`src/rtl/lc3b_types.sv`:
```
// Shared LC-3b types and constants used across the pipeline.
package lc3b_types;

  typedef logic [15:0] lc3b_word;

  // Fetch-stage control states.
  typedef enum logic [1:0] {
    FETCH  = 2'd0,
    HOLD   = 2'd1,
    SQUASH = 2'd2
  } lc3b_fetch_state;

  localparam lc3b_word lc3b_pc_incr = 16'd2;

  // Word-align an instruction address (LC-3b instructions are 2 bytes).
  function automatic lc3b_word lc3b_align(input lc3b_word addr);
    return {addr[15:1], 1'b0};
  endfunction

endpackage

```
`src/rtl/fetch_hold_buffer.sv`:
```
// One-entry {ir, pc, valid} register that parks a fetched word while the
// IF/ID barrier is stalled.
module fetch_hold_buffer
  import lc3b_types::*;
(
  input  logic     clk,
  input  logic     reset,
  input  logic     i_clear,
  input  logic     i_load,
  input  lc3b_word i_ir,
  input  lc3b_word i_pc,
  output lc3b_word o_ir,
  output lc3b_word o_pc,
  output logic     o_valid
);

  lc3b_word r_ir;
  lc3b_word r_pc;
  logic     r_valid;

  // Capture on load; reset and clear both invalidate the entry.
  always_ff @(posedge clk) begin
    // NOTE: sequential state always uses non-blocking (<=) so every register
    // samples pre-edge values regardless of statement order.
    if (reset || i_clear) begin
      r_ir    <= '0;
      r_pc    <= '0;
      r_valid <= 1'b0;
    end else if (i_load) begin
      r_ir    <= i_ir;
      r_pc    <= i_pc;
      r_valid <= 1'b1;
    end
  end

  assign o_ir    = r_ir;
  assign o_pc    = r_pc;
  assign o_valid = r_valid;

endmodule

```
`src/rtl/fetch_stage.sv`:
```
// LC-3b IF stage: owns the fetch PC, runs the I-cache read handshake, and
// presents {ir, pc, valid} to the IF/ID barrier. Stalls are absorbed by a
// one-entry hold buffer; redirects during an outstanding miss are parked
// until the cache answers, so the request address never changes mid-flight.
module fetch_stage
  import lc3b_types::*;
#(
  parameter lc3b_word RESET_PC = 16'h0000
) (
  input  logic     clk,
  input  logic     reset,
  input  logic     stall,
  input  logic     redirect,
  input  lc3b_word redirect_pc,
  input  logic     imem_resp,
  input  lc3b_word imem_rdata,
  output logic     imem_read,
  output lc3b_word imem_address,
  output lc3b_word ir_out,
  output lc3b_word pc_out,
  output logic     valid_out
);

  lc3b_fetch_state r_state;
  lc3b_word        r_pc;
  lc3b_word        r_pending;

  lc3b_word w_pc_incr;
  lc3b_word w_target;
  logic     w_hold_load;
  logic     w_hold_clear;
  lc3b_word w_hold_ir;
  lc3b_word w_hold_pc;
  logic     w_hold_valid;

  assign w_pc_incr = r_pc + lc3b_pc_incr;
  assign w_target  = lc3b_align(redirect_pc);

  // Park the word when it arrives into a stalled barrier; drop it when the
  // barrier takes it or a redirect kills it.
  assign w_hold_load  = (r_state == FETCH) && imem_resp && !redirect && stall;
  assign w_hold_clear = (r_state == HOLD) && (redirect || !stall);

  fetch_hold_buffer u_hold (
    .clk     (clk),
    .reset   (reset),
    .i_clear (w_hold_clear),
    .i_load  (w_hold_load),
    .i_ir    (imem_rdata),
    .i_pc    (w_pc_incr),
    .o_ir    (w_hold_ir),
    .o_pc    (w_hold_pc),
    .o_valid (w_hold_valid)
  );

  // State, PC and pending-redirect update; redirect outranks everything else.
  always_ff @(posedge clk) begin
    if (reset) begin
      r_state   <= FETCH;
      r_pc      <= lc3b_align(RESET_PC);
      r_pending <= '0;
    end else begin
      unique case (r_state)
        FETCH: begin
          if (imem_resp) begin
            if (redirect) begin
              r_pc <= w_target;
            end else begin
              r_pc <= w_pc_incr;
              if (stall) r_state <= HOLD;
            end
          end else if (redirect) begin
            r_pending <= w_target;
            r_state   <= SQUASH;
          end
        end
        HOLD: begin
          if (redirect) begin
            r_pc    <= w_target;
            r_state <= FETCH;
          end else if (!stall) begin
            r_state <= FETCH;
          end
        end
        SQUASH: begin
          if (imem_resp) begin
            r_pc    <= redirect ? w_target : r_pending;
            r_state <= FETCH;
          end else if (redirect) begin
            r_pending <= w_target;
          end
        end
        default: r_state <= FETCH;
      endcase
    end
  end

  // Handshake and barrier outputs; a fetched word bypasses straight through.
  always_comb begin
    // NOTE: every output gets a default first so no path leaves one
    // unassigned, which would infer a latch.
    imem_read    = 1'b0;
    imem_address = r_pc;
    ir_out       = imem_rdata;
    pc_out       = w_pc_incr;
    valid_out    = 1'b0;
    unique case (r_state)
      FETCH: begin
        imem_read = 1'b1;
        valid_out = imem_resp && !redirect;
      end
      HOLD: begin
        ir_out    = w_hold_ir;
        pc_out    = w_hold_pc;
        valid_out = w_hold_valid && !redirect;
      end
      SQUASH: begin
        imem_read = 1'b1;
      end
      default: ;
    endcase
    if (reset) begin
      imem_read = 1'b0;
      valid_out = 1'b0;
    end
  end

endmodule

```
`config.mk`:
```
export PLATFORM = sky130hd
export DESIGN_NAME = fetch_stage
export DESIGN_NICKNAME = d
export VERILOG_FILES = /design/src/rtl/lc3b_types.sv /design/src/rtl/fetch_hold_buffer.sv /design/src/rtl/fetch_stage.sv
export SDC_FILE = /design/constraint.sdc
export NUM_CORES = 1
export LEC_CHECK = 0
export CORE_MARGIN = 10
export CORE_UTILIZATION = 35
export CTS_CLUSTER_SIZE = 16
export DETAILED_ROUTE_END_ITERATION = 10
export HOLD_SLACK_MARGIN = 0.05
export SKIP_CTS_REPAIR_TIMING = 1
export SLEW_MARGIN = 10
export SYNTH_ARGS = -nofsm -noshare
export SYNTH_HDL_FRONTEND = slang
export SYNTH_SLANG_ARGS = --single-unit
```
`constraint.sdc`:
```
create_clock -name clk -period 2.6 [get_ports clk]
set_input_delay 0.52 -clock clk [delete_from_list [all_inputs] [get_ports clk]]
set_output_delay 0.52 -clock clk [all_outputs]
set_load 0.1 [all_outputs]
```
==> results.txt, run 1 <==
----------------------------------------------------
[Power and ir drop]
  Ratio of total power to cell area ... 803.4 mW/mm²
  Pint ... 2476 µW
  Clock group share of total power ... 0.225
  Worst-case vdd ir drop ... between 0.3 and 0.4 mV
  Part of the total power dissipated in sequential elements ... 0.275
  Part of the total power dissipated in combinational logic ... 0.500
  Sw power ... around 2000 µW
  Total design power ... 4451 µW
  Net switching share of the total power ... 0.4437
  Leakage power figure ... 0.002049 µW

[Routing]
  Routed vias/inst ... 5.144
  First-pass iteration count of the detailed router ... 5
  Residual antenna-violating net count after detailed routing ... 0
  Detailed-route wire length per cell ... 16.12 µm
  Wire length reported by the detailed router ... 11.18 mm
  Iter 0 DRT Violations ... 223
  DRC violation count after routing ... 0
  Vias post-DR ... 3570

[STA]
  Pins Over Slew Limit ... 0
  Max transition margin ... 0.6309
  Unrepaired setup endpoints after global routing ... false
  Maximum operating frequency ... approximately 0.4 GHz
  Sum Neg Setup Slack ... 0 ns
  Final cycle utilization of the critical path ... 0.9651
  Worst slew pin tran ... ~0.55 ns
  Shortest period the worst path allows ... 2.509 ns
  Worst clock skew ... 0.009491 ns
  Finish-stage setup viols ... 0
  Final hold violation count ... 0

[Outcome]
  Outcome ... completed

[Flow run]
  Max-capacitance violation count ... 0

[Placement]
  Final weighted congestion in routability-driven placement ... 0.8367
  HPWL after detailed placement ... 8.401 mm
  Placed cell count ... roughly 670
  Standard cell area after detailed placement ... 0.005169 mm²
  Quantity of I/O buffers inserted on ports ... between 80 and 90

[Clocking]
  Clk slew on worst S/H paths ... 0.07 ns
  CTS buffer count ... 9
  Clock latency of the later-clocked register in the worst-skew pair ... 0.34 ns
  Number of clock sinks ... 67
  TritonCTS clock tree ... built
  Buffer levels on the longest clock path ... 2
  Buffer type at the clock tree root ... clkbuf_8
  Number of levels in the clock H-tree ... 3

[Hold path]
  Path category of the worst min-delay check ... reg -> reg

[GRT]
  Maximum number of pins on one net before global-route repair ... 30
  Overflow after GRT ... 0
  Via count of the first global-routing pass ... 3443
  Number of antenna violations at the first check in global routing ... 0
  Overall fraction of global-route tracks in use ... 0.1499
  First-pass GRT wire length ... approximately 18 mm

[Critical path]
  Data required, critical path ... between 2 and 2.5 ns
  Sort of element at the start of the critical path ... flop
  Element type at the critical path end ... primary output
  Worst Path Arrival ... 1.99 ns
  Largest fanout on the critical path ... 6
  WS Path Type ... reg -> out

[Die]
  Core Region ... 0.01028 mm²
  Width of the die ... 122.3 µm
  Effective utilization at floorplan ... 0.3565
  I/O pin count ... 87
  Die boundary height ... 122.3 µm
  Std-Cell Rows ... 37
  Total Die Area ... 0.01496 mm²

[Synth]
  Post-synth top flop ... dfxtp_1
  Distinct cell type count after synthesis ... 57
  Area share of the leading cell type in the synthesized netlist ... 0.3661
  Sequential cell area fraction in the yosys report ... 0.3661
  Asr flop ratio synth ... 0
  Synth Register Bits ... 67
  Cell type with the highest aggregate area in the netlist ... dfxtp_1
  Synthesis Warnings ... 0
  Post-synthesis instance area ... around 0.0037 mm²
  Top cells by area, synth ... dfxtp_1 (37%), nand2_1 (7.9%), mux2_2 (7.1%), a21oi_1 (6.0%), a211oi_1 (4.1%)
  Number of enable flip-flop cells after synthesis ... 0
  Mapped Avg Cell Area ... 7.964 µm²
  Number of nets in the synthesized netlist ... 502
  Synth Instances ... 460

[Cells and area]
  Layout cell share with drive strength beyond 1 ... 0.2885
  Filler Cells Inserted ... 955
  Most frequent standard cell in the layout excluding fill and tap cells ... nand2_1
  Final standard cell utilization of the core ... 0.5391
  Most frequent cells in the layout ... nand2_1 (76), dfxtp_1 (54), buf_4 (43)
  Area added between synthesis and finish ... 51.23%
  Number of standard cells in the layout, taps in and fillers out ... about 690
  Final std cell area, no fill ... 0.005540 mm²
  Final antenna diode count ... 0
  Post-layout nets ... 595

----------------------------------------------------
-- metrics by stage --
step                setup slack [ns]  hold slack [ns]
global placement              0.2516           0.4373
global route                0.002545           0.4754
detailed placement            0.2357           0.4438
finish                       0.09065           0.4544
CTS                          -0.1312           0.4559
floorplan                    -0.1265           0.4317
-- power by group through the flow --
stage	combinational (µW)	clock, µW	sequential (µW)
final	2230	1000	1220
after global routing	2340	1070	1230
after CTS	2180	1030	1230
after detailed placement	2170	0	1250
after global placement	2160	0	1250
after floorplan	1200	0	1520
-- critical path: stages (launching register included) --
cell	delay, ns
dfxtp_4	0.37
nand4_1	0.16
buf_6	0.18
nor4_2	0.28
xnor2_1	0.31
mux2i_4	0.14
buf_12	0.20
-- flip-flops by register name (all words and copies together), names as in the netlist --
register	cells
r_pending	16
r_state	2
u_hold.o_valid	1
u_hold.o_pc	16
u_hold.o_ir	16
imem_address	16
-- logic make-up (layout without fill, tap and decap cells) --
logic type | count (synthesis) | count (layout) | share of synthesized area
buffers and inverters | 56 | 154 | 0.06421
xor gates and xnor gates | 9 | 9 | 0.02152
adders and majority gates | 5 | 5 | 0.01708
muxes | 32 | 32 | 0.09529
AOI/OAI and AO/OA | 125 | 125 | 0.2247
and+or+nand+nor | 166 | 166 | 0.2111
DFF | 67 | 67 | 0.3661
-- routing by layer --
metal | vias to the layer above | GRT usage | wire [µm]
li1 | 1814 | - | -
met1 | 1650 | 0.1998 | 5101
met2 | 95 | 0.2392 | 5370
met3 | 11 | 0.03030 | 573
met4 | 0 | 0.04418 | 138
met5 | - | 0 | 0
-- path summary, 6_finish.rpt --
check / startpoint / endpoint / slack [ns] / cells past startpoint
setup / recovery: imem_address[6]$_SDFFE_PP0P_ / pc_out[14] / 0.09 / 6
hold / removal: r_pending[15]$_SDFFE_PP0P_ / r_pending[15]$_SDFFE_PP0P_ / 0.45 / 2
hold reg to reg: r_pending[15]$_SDFFE_PP0P_ / r_pending[15]$_SDFFE_PP0P_ / 0.45 / 2
setup reg to reg: r_state[0]$_SDFFE_PP0P_ / imem_address[15]$_SDFFE_PP0P_ / 0.41 / 7
-- layout make-up --
| cell class | count | area (µm²) | area share |
|---|---|---|---|
| sequential | 67 | 1378 | 0.2486 |
| clock inverter | 4 | 52.55 | 0.009485 |
| tap | 136 | 170.2 | 0.03071 |
| inverter | 22 | 82.58 | 0.01491 |
| multi-input combinational | 337 | 2260 | 0.4079 |
| timing repair buffer | 116 | 1410 | 0.2545 |
| clock buffer | 12 | 187.7 | 0.03388 |
-- synthesized netlist by cell type (all sizes together) (7+ instances only) --
library cell and number:
dfxtp 67, buf 15, nor2 33, inv 22, a211oi 20, o21a 7
mux2i 9, nand2 77, xnor2 7, a221oi 9, nand3 7, clkbuf 19
mux2 23, nor3 16, a21oi 44, o21ai 17
Note: power is estimated with default switching activity, not from simulation.
==> run 2: changes to the inputs <==
- MAX_ROUTING_LAYER: unset -> met4
==> run 2 against run 1 <==
Clock power about the same. Non-clock buffer count did not move. Utilization unchanged. Design area unchanged. Clock skew about the same. Highest routed layer unchanged. Die area is the same. Critical path depth stayed put. Routed wire length is essentially flat. Combinational power about the same. Power is essentially flat. Setup slack worse by 0.0060 ns. First-iteration DRC count decreased by 17%.
==> results.txt, run 2 (synthesis results as in run 1) <==
----------------------------------------------------
[STA]
  Shortest period the worst path allows ... 2.515 ns (was 2.509 ns)
  Worst clock skew ... 0.009132 ns (was 0.009491 ns)
  Max transition margin ... 0.6188 (was 0.6309)
  Final Worst Setup Slack ... 0.08468 ns (was 0.09065 ns)
  Final hold violation count ... 0 (unchanged)
  Final cycle utilization of the critical path ... 0.9674 (was 0.9651)
  Finish-stage setup viols ... 0 (unchanged)
  Worst slew pin tran ... 0.5677 ns (was 0.5496 ns)
  Maximum operating frequency ... 0.3976 GHz (was 0.3985 GHz)
  Unrepaired setup endpoints after global routing ... false (unchanged)
  Pins Over Slew Limit ... 0 (unchanged)

[Critical path]
  WS Path Type ... reg -> out (unchanged)
  Setup slack on the worst flop-to-flop path ... 0.41 ns (about the same)
  Depth of the worst register-to-register path ... 7 (unchanged)
  Worst reg2reg path endpoint ... imem_address[15]$_SDFFE_PP0P_ (unchanged)
  Data required, critical path ... 2.08 ns (about the same)
  Cell with the largest stage delay on the worst path ... dfxtp_4 (unchanged)
  R2R Path Start ... r_state[0]$_SDFFE_PP0P_ (unchanged)
  Ordered cell list for the critical path ... nand4_1, buf_6, nor4_2, xnor2_1, mux2i_4, buf_12 (unchanged)
  Maximum cell stage delay along the critical path ... 0.37 ns (about the same)
  Largest delay contributor family on the critical path ... simple AND/OR/NAND/NOR gates (unchanged)
  Number of buffer and inverter instances along the worst setup path ... 2 (unchanged)
  Worst Path Arrival ... 2.00 ns (was 1.99 ns)
  Sort of element at the start of the critical path ... flop (unchanged)
  Element type at the critical path end ... primary output (unchanged)
  Largest fanout on the critical path ... 6 (unchanged)

[Flow run]
  Max-capacitance violation count ... 0 (unchanged)

[Routing]
  Vias post-DR ... 3571 (was 3570)
  Routed vias/inst ... 5.146 (was 5.144)
  First-pass iteration count of the detailed router ... 5 (unchanged)
  Residual antenna-violating net count after detailed routing ... 0 (unchanged)
  Wire length reported by the detailed router ... 11.17 mm (was 11.18 mm)
  DRC violation count after routing ... 0 (unchanged)
  Iter 0 DRT Violations ... 186 (was 223)
  Detailed-route wire length per cell ... 16.10 µm (was 16.12 µm)

[Placement]
  Placed cell count ... 667 (unchanged)
  Standard cell area after detailed placement ... 0.005169 mm² (unchanged)
  Final weighted congestion in routability-driven placement ... 0.8496 (was 0.8367)
  Placement-stage worst setup slack ... 0.2357 ns (unchanged)
  HPWL after detailed placement ... 8.401 mm (unchanged)
  Quantity of I/O buffers inserted on ports ... 85 (unchanged)

[Clocking]
  Buffer type at the clock tree root ... clkbuf_8 (unchanged)
  Buffer levels on the longest clock path ... 2 (unchanged)
  Number of clock sinks ... 67 (unchanged)
  Clock latency of the later-clocked register in the worst-skew pair ... 0.34 ns (about the same)
  Number of levels in the clock H-tree ... 3 (unchanged)
  Clk slew on worst S/H paths ... 0.07 ns (about the same)
  CTS buffer count ... 9 (unchanged)
  TritonCTS clock tree ... built (unchanged)

[Hold path]
  Hold EP ... r_pending[15]$_SDFFE_PP0P_ (unchanged)
  Cells on Worst Hold Path ... 2 (unchanged)
  Path category of the worst min-delay check ... reg -> reg (unchanged)
  Origin of the worst min-delay path ... r_pending[15]$_SDFFE_PP0P_ (unchanged)

[GRT]
  First-pass GRT wire length ... 18.21 mm (was 18.20 mm)
  Number of antenna violations at the first check in global routing ... 0 (unchanged)
  Overflow after GRT ... 0 (unchanged)
  Via count of the first global-routing pass ... 3437 (was 3443)
  Overall fraction of global-route tracks in use ... 0.1544 (was 0.1499)
  Maximum number of pins on one net before global-route repair ... 30 (unchanged)

[Die]
  I/O pin count ... 87 (unchanged)
  Width of the die ... 122.3 µm (unchanged)
  Effective utilization at floorplan ... 0.3565 (unchanged)
  Total Die Area ... 0.01496 mm² (unchanged)
  Core Region ... 0.01028 mm² (unchanged)
  Die boundary height ... 122.3 µm (unchanged)
  Std-Cell Rows ... 37 (unchanged)

[Power and ir drop]
  Part of the total power dissipated in combinational logic ... 0.500 (about the same)
  Part of the total power dissipated in sequential elements ... 0.274 (was 0.275)
  Sw power ... 1976 µW (was 1975 µW)
  Pint ... 2476 µW (about the same)
  Leakage power figure ... 0.002049 µW (unchanged)
  Ratio of total power to cell area ... 803.7 mW/mm² (was 803.4 mW/mm²)
  Net switching share of the total power ... 0.4439 (was 0.4437)
  Worst-case vdd ir drop ... 0.3735 mV (was 0.3740 mV)
  Clock group share of total power ... 0.225 (about the same)

[Cells and area]
  Post-layout nets ... 595 (unchanged)
  Final antenna diode count ... 0 (unchanged)
  Layout cell share with drive strength beyond 1 ... 0.2885 (unchanged)
  Final std cell area, no fill ... 0.005540 mm² (unchanged)
  Most frequent standard cell in the layout excluding fill and tap cells ... nand2_1 (unchanged)
  Final standard cell utilization of the core ... 0.5391 (unchanged)
  Area added between synthesis and finish ... 51.23% (unchanged)
  Number of standard cells in the layout, taps in and fillers out ... 694 (unchanged)
  Most frequent cells in the layout ... nand2_1 (76), dfxtp_1 (54), buf_4 (43) (unchanged)

[Outcome]
  Outcome ... completed (unchanged)

----------------------------------------------------
[run 2: power by group through the flow]
| stage | Combinational [µW] | Clock [µW] | Sequential (µW) |
|---|---|---|---|
| 6_report | 2230 | 1000 | 1220 |
| 4_1_cts | 2180 | 1030 | 1230 |
| 2_1_floorplan | 1200 | 0 | 1520 |
| 3_3_place_gp | 2160 | 0 | 1250 |
| 5_1_grt | 2340 | 1070 | 1230 |
| 3_5_place_dp | 2170 | 0 | 1250 |
[run 2: worst reg2reg max path, cell delays in order (launching register included)]
cell,delay (ns)
dfxtp_1,0.43
inv_1,0.11
ha_1,0.35
o21bai_2,0.31
and3b_1,0.44
buf_4,0.23
o21ai_0,0.08
a211oi_1,0.17
[run 2: per-stage QoR]
step / total power [µW] / setup TNS, ns / hold slack [ns]
floorplan: 2721 / -0.1854 / 0.4317
global placement: 3405 / 0 / 0.4373
detailed placement: 3427 / 0 / 0.4438
CTS: 4436 / -0.9236 / 0.4559
global route: 4650 / 0 / 0.4754
finish: 4453 / 0 / 0.4542
[run 2: layout make-up]
| class | instances | area, µm² |
|---|---|---|
| Clock inverter | 4 | 52.55 |
| Multi-Input combinational cell | 337 | 2260 |
| Sequential cell | 67 | 1378 |
| Timing Repair Buffer | 116 | 1410 |
| Tap cell | 136 | 170.2 |
| Clock buffer | 12 | 187.7 |
| Fill cell | 955 | 4737 |
| Inverter | 22 | 82.58 |
[run 2: worst max-delay path by stage]
stage                                       startpoint                            end  slack (ns)  depth (start not counted)
after CTS                 imem_address[1]$_SDFFE_PP0P_                     pc_out[11]       -0.13                          6
after global routing           r_state[1]$_SDFFE_PP0P_                      pc_out[8]       0.003                          6
final                     imem_address[6]$_SDFFE_PP0P_                     pc_out[14]        0.08                          6
after floorplan           imem_address[6]$_SDFFE_PP0P_                     pc_out[15]       -0.13                          6
after global placement                        redirect  imem_address[14]$_SDFFE_PP0P_        0.25                          6
after detailed placement                      redirect  imem_address[14]$_SDFFE_PP0P_        0.24                          6
[run 2: metal layers]
metal	share of wire	global-route usage	vias up	wire, µm
li1	-	-	1818	-
met1	0.47	0.2012	1651	5225
met2	0.48	0.2399	88	5323
met3	0.042	0.02755	14	474
met4	0.013	0.04418	0	150
met5	0	-	-	0
==> run 3: changes to the inputs <==
- SLEW_MARGIN: 10 -> 40
==> results of run 3 <==
The final DEF is identical to that of run 2; final timing and power are the same.
==> edit: new RTL, flow settings as in run 1 <==
Encoding of `lc3b_fetch_state`: now one-hot (3 bits for 3 states).
--- a/src/rtl/lc3b_types.sv
+++ b/src/rtl/lc3b_types.sv
@@ -6,6 +6,6 @@
   // Fetch-stage control states.
-  typedef enum logic [1:0] {
-    FETCH  = 2'd0,
-    HOLD   = 2'd1,
-    SQUASH = 2'd2
+  typedef enum logic [2:0] {
+    FETCH  = 3'b001,
+    HOLD   = 3'b010,
+    SQUASH = 3'b100
   } lc3b_fetch_state;
Function: no difference found for any inputs over 10 cycles, from zero or initial values and one cycle with reset high; not proved beyond that.
==> edit against run 1 <==
Setup slack worse by 0.0035 ns. Routed wire length down 0.68%. Sequential cell count up 1. Total power down 19%. Global-route usage up 0.10 points. Area after synthesis down 0.24%. Design area down 1.9%. Register-to-register slack better by 0.02 ns. Via count up 3.3%. Largest power group unchanged. Die area down 0.20%. Highest routed layer unchanged.
==> edit: results (changes against run 1) <==
INFO  metric slew_headroom = 25.2% (-38 points)
INFO  metric routed_wl = 11,100 um (-0.68%)
INFO  metric global_route.usage.total = 15.1% (+0.10 points)
INFO  metric status = finished clean
INFO  metric power.leakage = 2.23 nW (+8.9%)
INFO  metric drtAntennaViolNets = 0 (unchanged)
INFO  metric vdd_drop_max = 0.267 mV (-29%)
INFO  metric post_synth_main_area_contributors = sky130_fd_sc_hd__dfxtp_1 37%, sky130_fd_sc_hd__nand2_1 11%, sky130_fd_sc_hd__nor2_1 8.0%
INFO  metric primary_flip_flop_cell_chosen_by_synthesis_mapping = sky130_fd_sc_hd__dfxtp_1
INFO  metric number_of_global_route_vias_before_repair = 3,593 (+4.4%)
INFO  metric layout-drive-gt1-share = 23.7% (-5.1 points)
INFO  metric critical_path_arrival = 1.99 ns (about the same)
INFO  metric antenna_violations_before_repair = 0 (unchanged)
INFO  metric path_delay_family = simple AND/OR/NAND/NOR gates
INFO  metric timing.hold.worst.class = reg -> reg
INFO  metric cts_buffers = 9 (unchanged)
INFO  metric gp_routability_congestion = 0.856 (+2.3%)
INFO  metric num-nets-final = 598 (+0.50%)
INFO  metric worst_clock_skew = 0.00751 ns (-0.00198 ns)
INFO  metric netlist_top_cells_count = 104 x sky130_fd_sc_hd__nand2_1, 78 x sky130_fd_sc_hd__nor2_1, 68 x sky130_fd_sc_hd__dfxtp_1
INFO  metric grt_max_degree = 46 (+53%)
INFO  metric critical_path.slowest_cell = sky130_fd_sc_hd__dfxtp_2
INFO  metric numPortBuffers = 85 (unchanged)
INFO  metric cp_max_stage_delay = 0.42 ns (+0.05 ns)
INFO  metric dpl.hpwl = 8200 um (-2.4%)
INFO  metric clkTransAtPathRegs = 0.07 ns (about the same)
INFO  metric finalSetupTns = 0 ns (unchanged)
INFO  metric clock_tree.root_cell = sky130_fd_sc_hd__clkbuf_8
INFO  metric final.fill_count = 942 (-1.4%)
INFO  metric skew_pair_late_insertion_delay = 0.35 ns
INFO  metric first_pass_grt_wire_length = 18,300 um (+0.68%)
INFO  metric yosysUniqueCellTypes = 50 (-12%)
INFO  metric cp_max_fo = 5 (-1)
INFO  metric max-clock-path-buffers = 2 (unchanged)
INFO  metric post_drt_via_cell_ratio = 5.26 (+2.3%)
INFO  metric syn-num-nets = 518 (+3.2%)
INFO  metric drtIter0Drc = 329 (+48%)
INFO  metric synth.yosys.seq_area_share = 37.2% (+0.64 points)
-- edit: final cells by class --
type / count / area (um2) / share of cell area, %
timing repair buffer: 105 / 1340 / 24.6
tap: 136 / 170 / 3.13
inverter: 5 / 18.8 / 0.345
clock inverter: 6 / 63.8 / 1.17
sequential: 68 / 1390 / 25.5
multi-input combinational: 371 / 2320 / 42.7
clock buffer: 10 / 138 / 2.53
-- edit: worst paths after layout --
kind | endpoint | startpoint | slack [ns] | cells after the start
setup / recovery | pc_out[13] | imem_address[10] | 0.09 | 6
hold / removal | u_hold.o_ir[12] | u_hold.o_ir[12] | 0.46 | 2
setup reg to reg | r_pending[9] | r_state[2] | 0.43 | 5
hold reg to reg | u_hold.o_ir[12] | u_hold.o_ir[12] | 0.46 | 2
-- edit: kinds of logic after synthesis --
logic type,Yosys count,synth area share [%]
xor gates and xnor gates,13,3.12
DFF,68,37.2
adders and majority gates,1,0.342
buffers and inverters,41,5.14
muxes,16,4.38
AOI/OAI and AO/OA,118,22.4
and+or+nand+nor,223,27.4
-- edit: per-stage QoR --
stage                     area (um2)  setup slack, ns  utilization (%)  hold WS [ns]  cells
final                           5440           0.0871             53.1         0.456    701
after global routing            5440         0.000107             53.1         0.476    701
after global placement          5180           -0.258             50.6         0.442    684
after detailed placement        5180            0.191             50.7         0.447    684
after CTS                       5390          -0.0870             52.6         0.458    700
after floorplan                 3840         -0.00435                -         0.437    480
-- edit: tightest hold or removal path, delay by kind of cell (launching register included) --
kind	cells	cell delay, ns
flops	1	0.31
simple gates	1	0.05
compound gates	1	0.05
-- edit: routing by layer --
layer / wire length (um) / GRT usage (%)
met4: 202 / 6.55
met5: 0 / 0
met1: 4990 / 19.3
met3: 672 / 2.87
met2: 5250 / 24.2
-- edit: where the power goes --
part / switching (mW) / internal (mW) / leakage (nW) / total (mW)
clock network: 0.423 / 0.467 / 0.0983 / 0.890
registers: 0.0923 / 1.12 / 0.560 / 1.21
logic: 0.989 / 0.511 / 1.57 / 1.50
total: 1.50 / 2.10 / 2.23 / 3.60
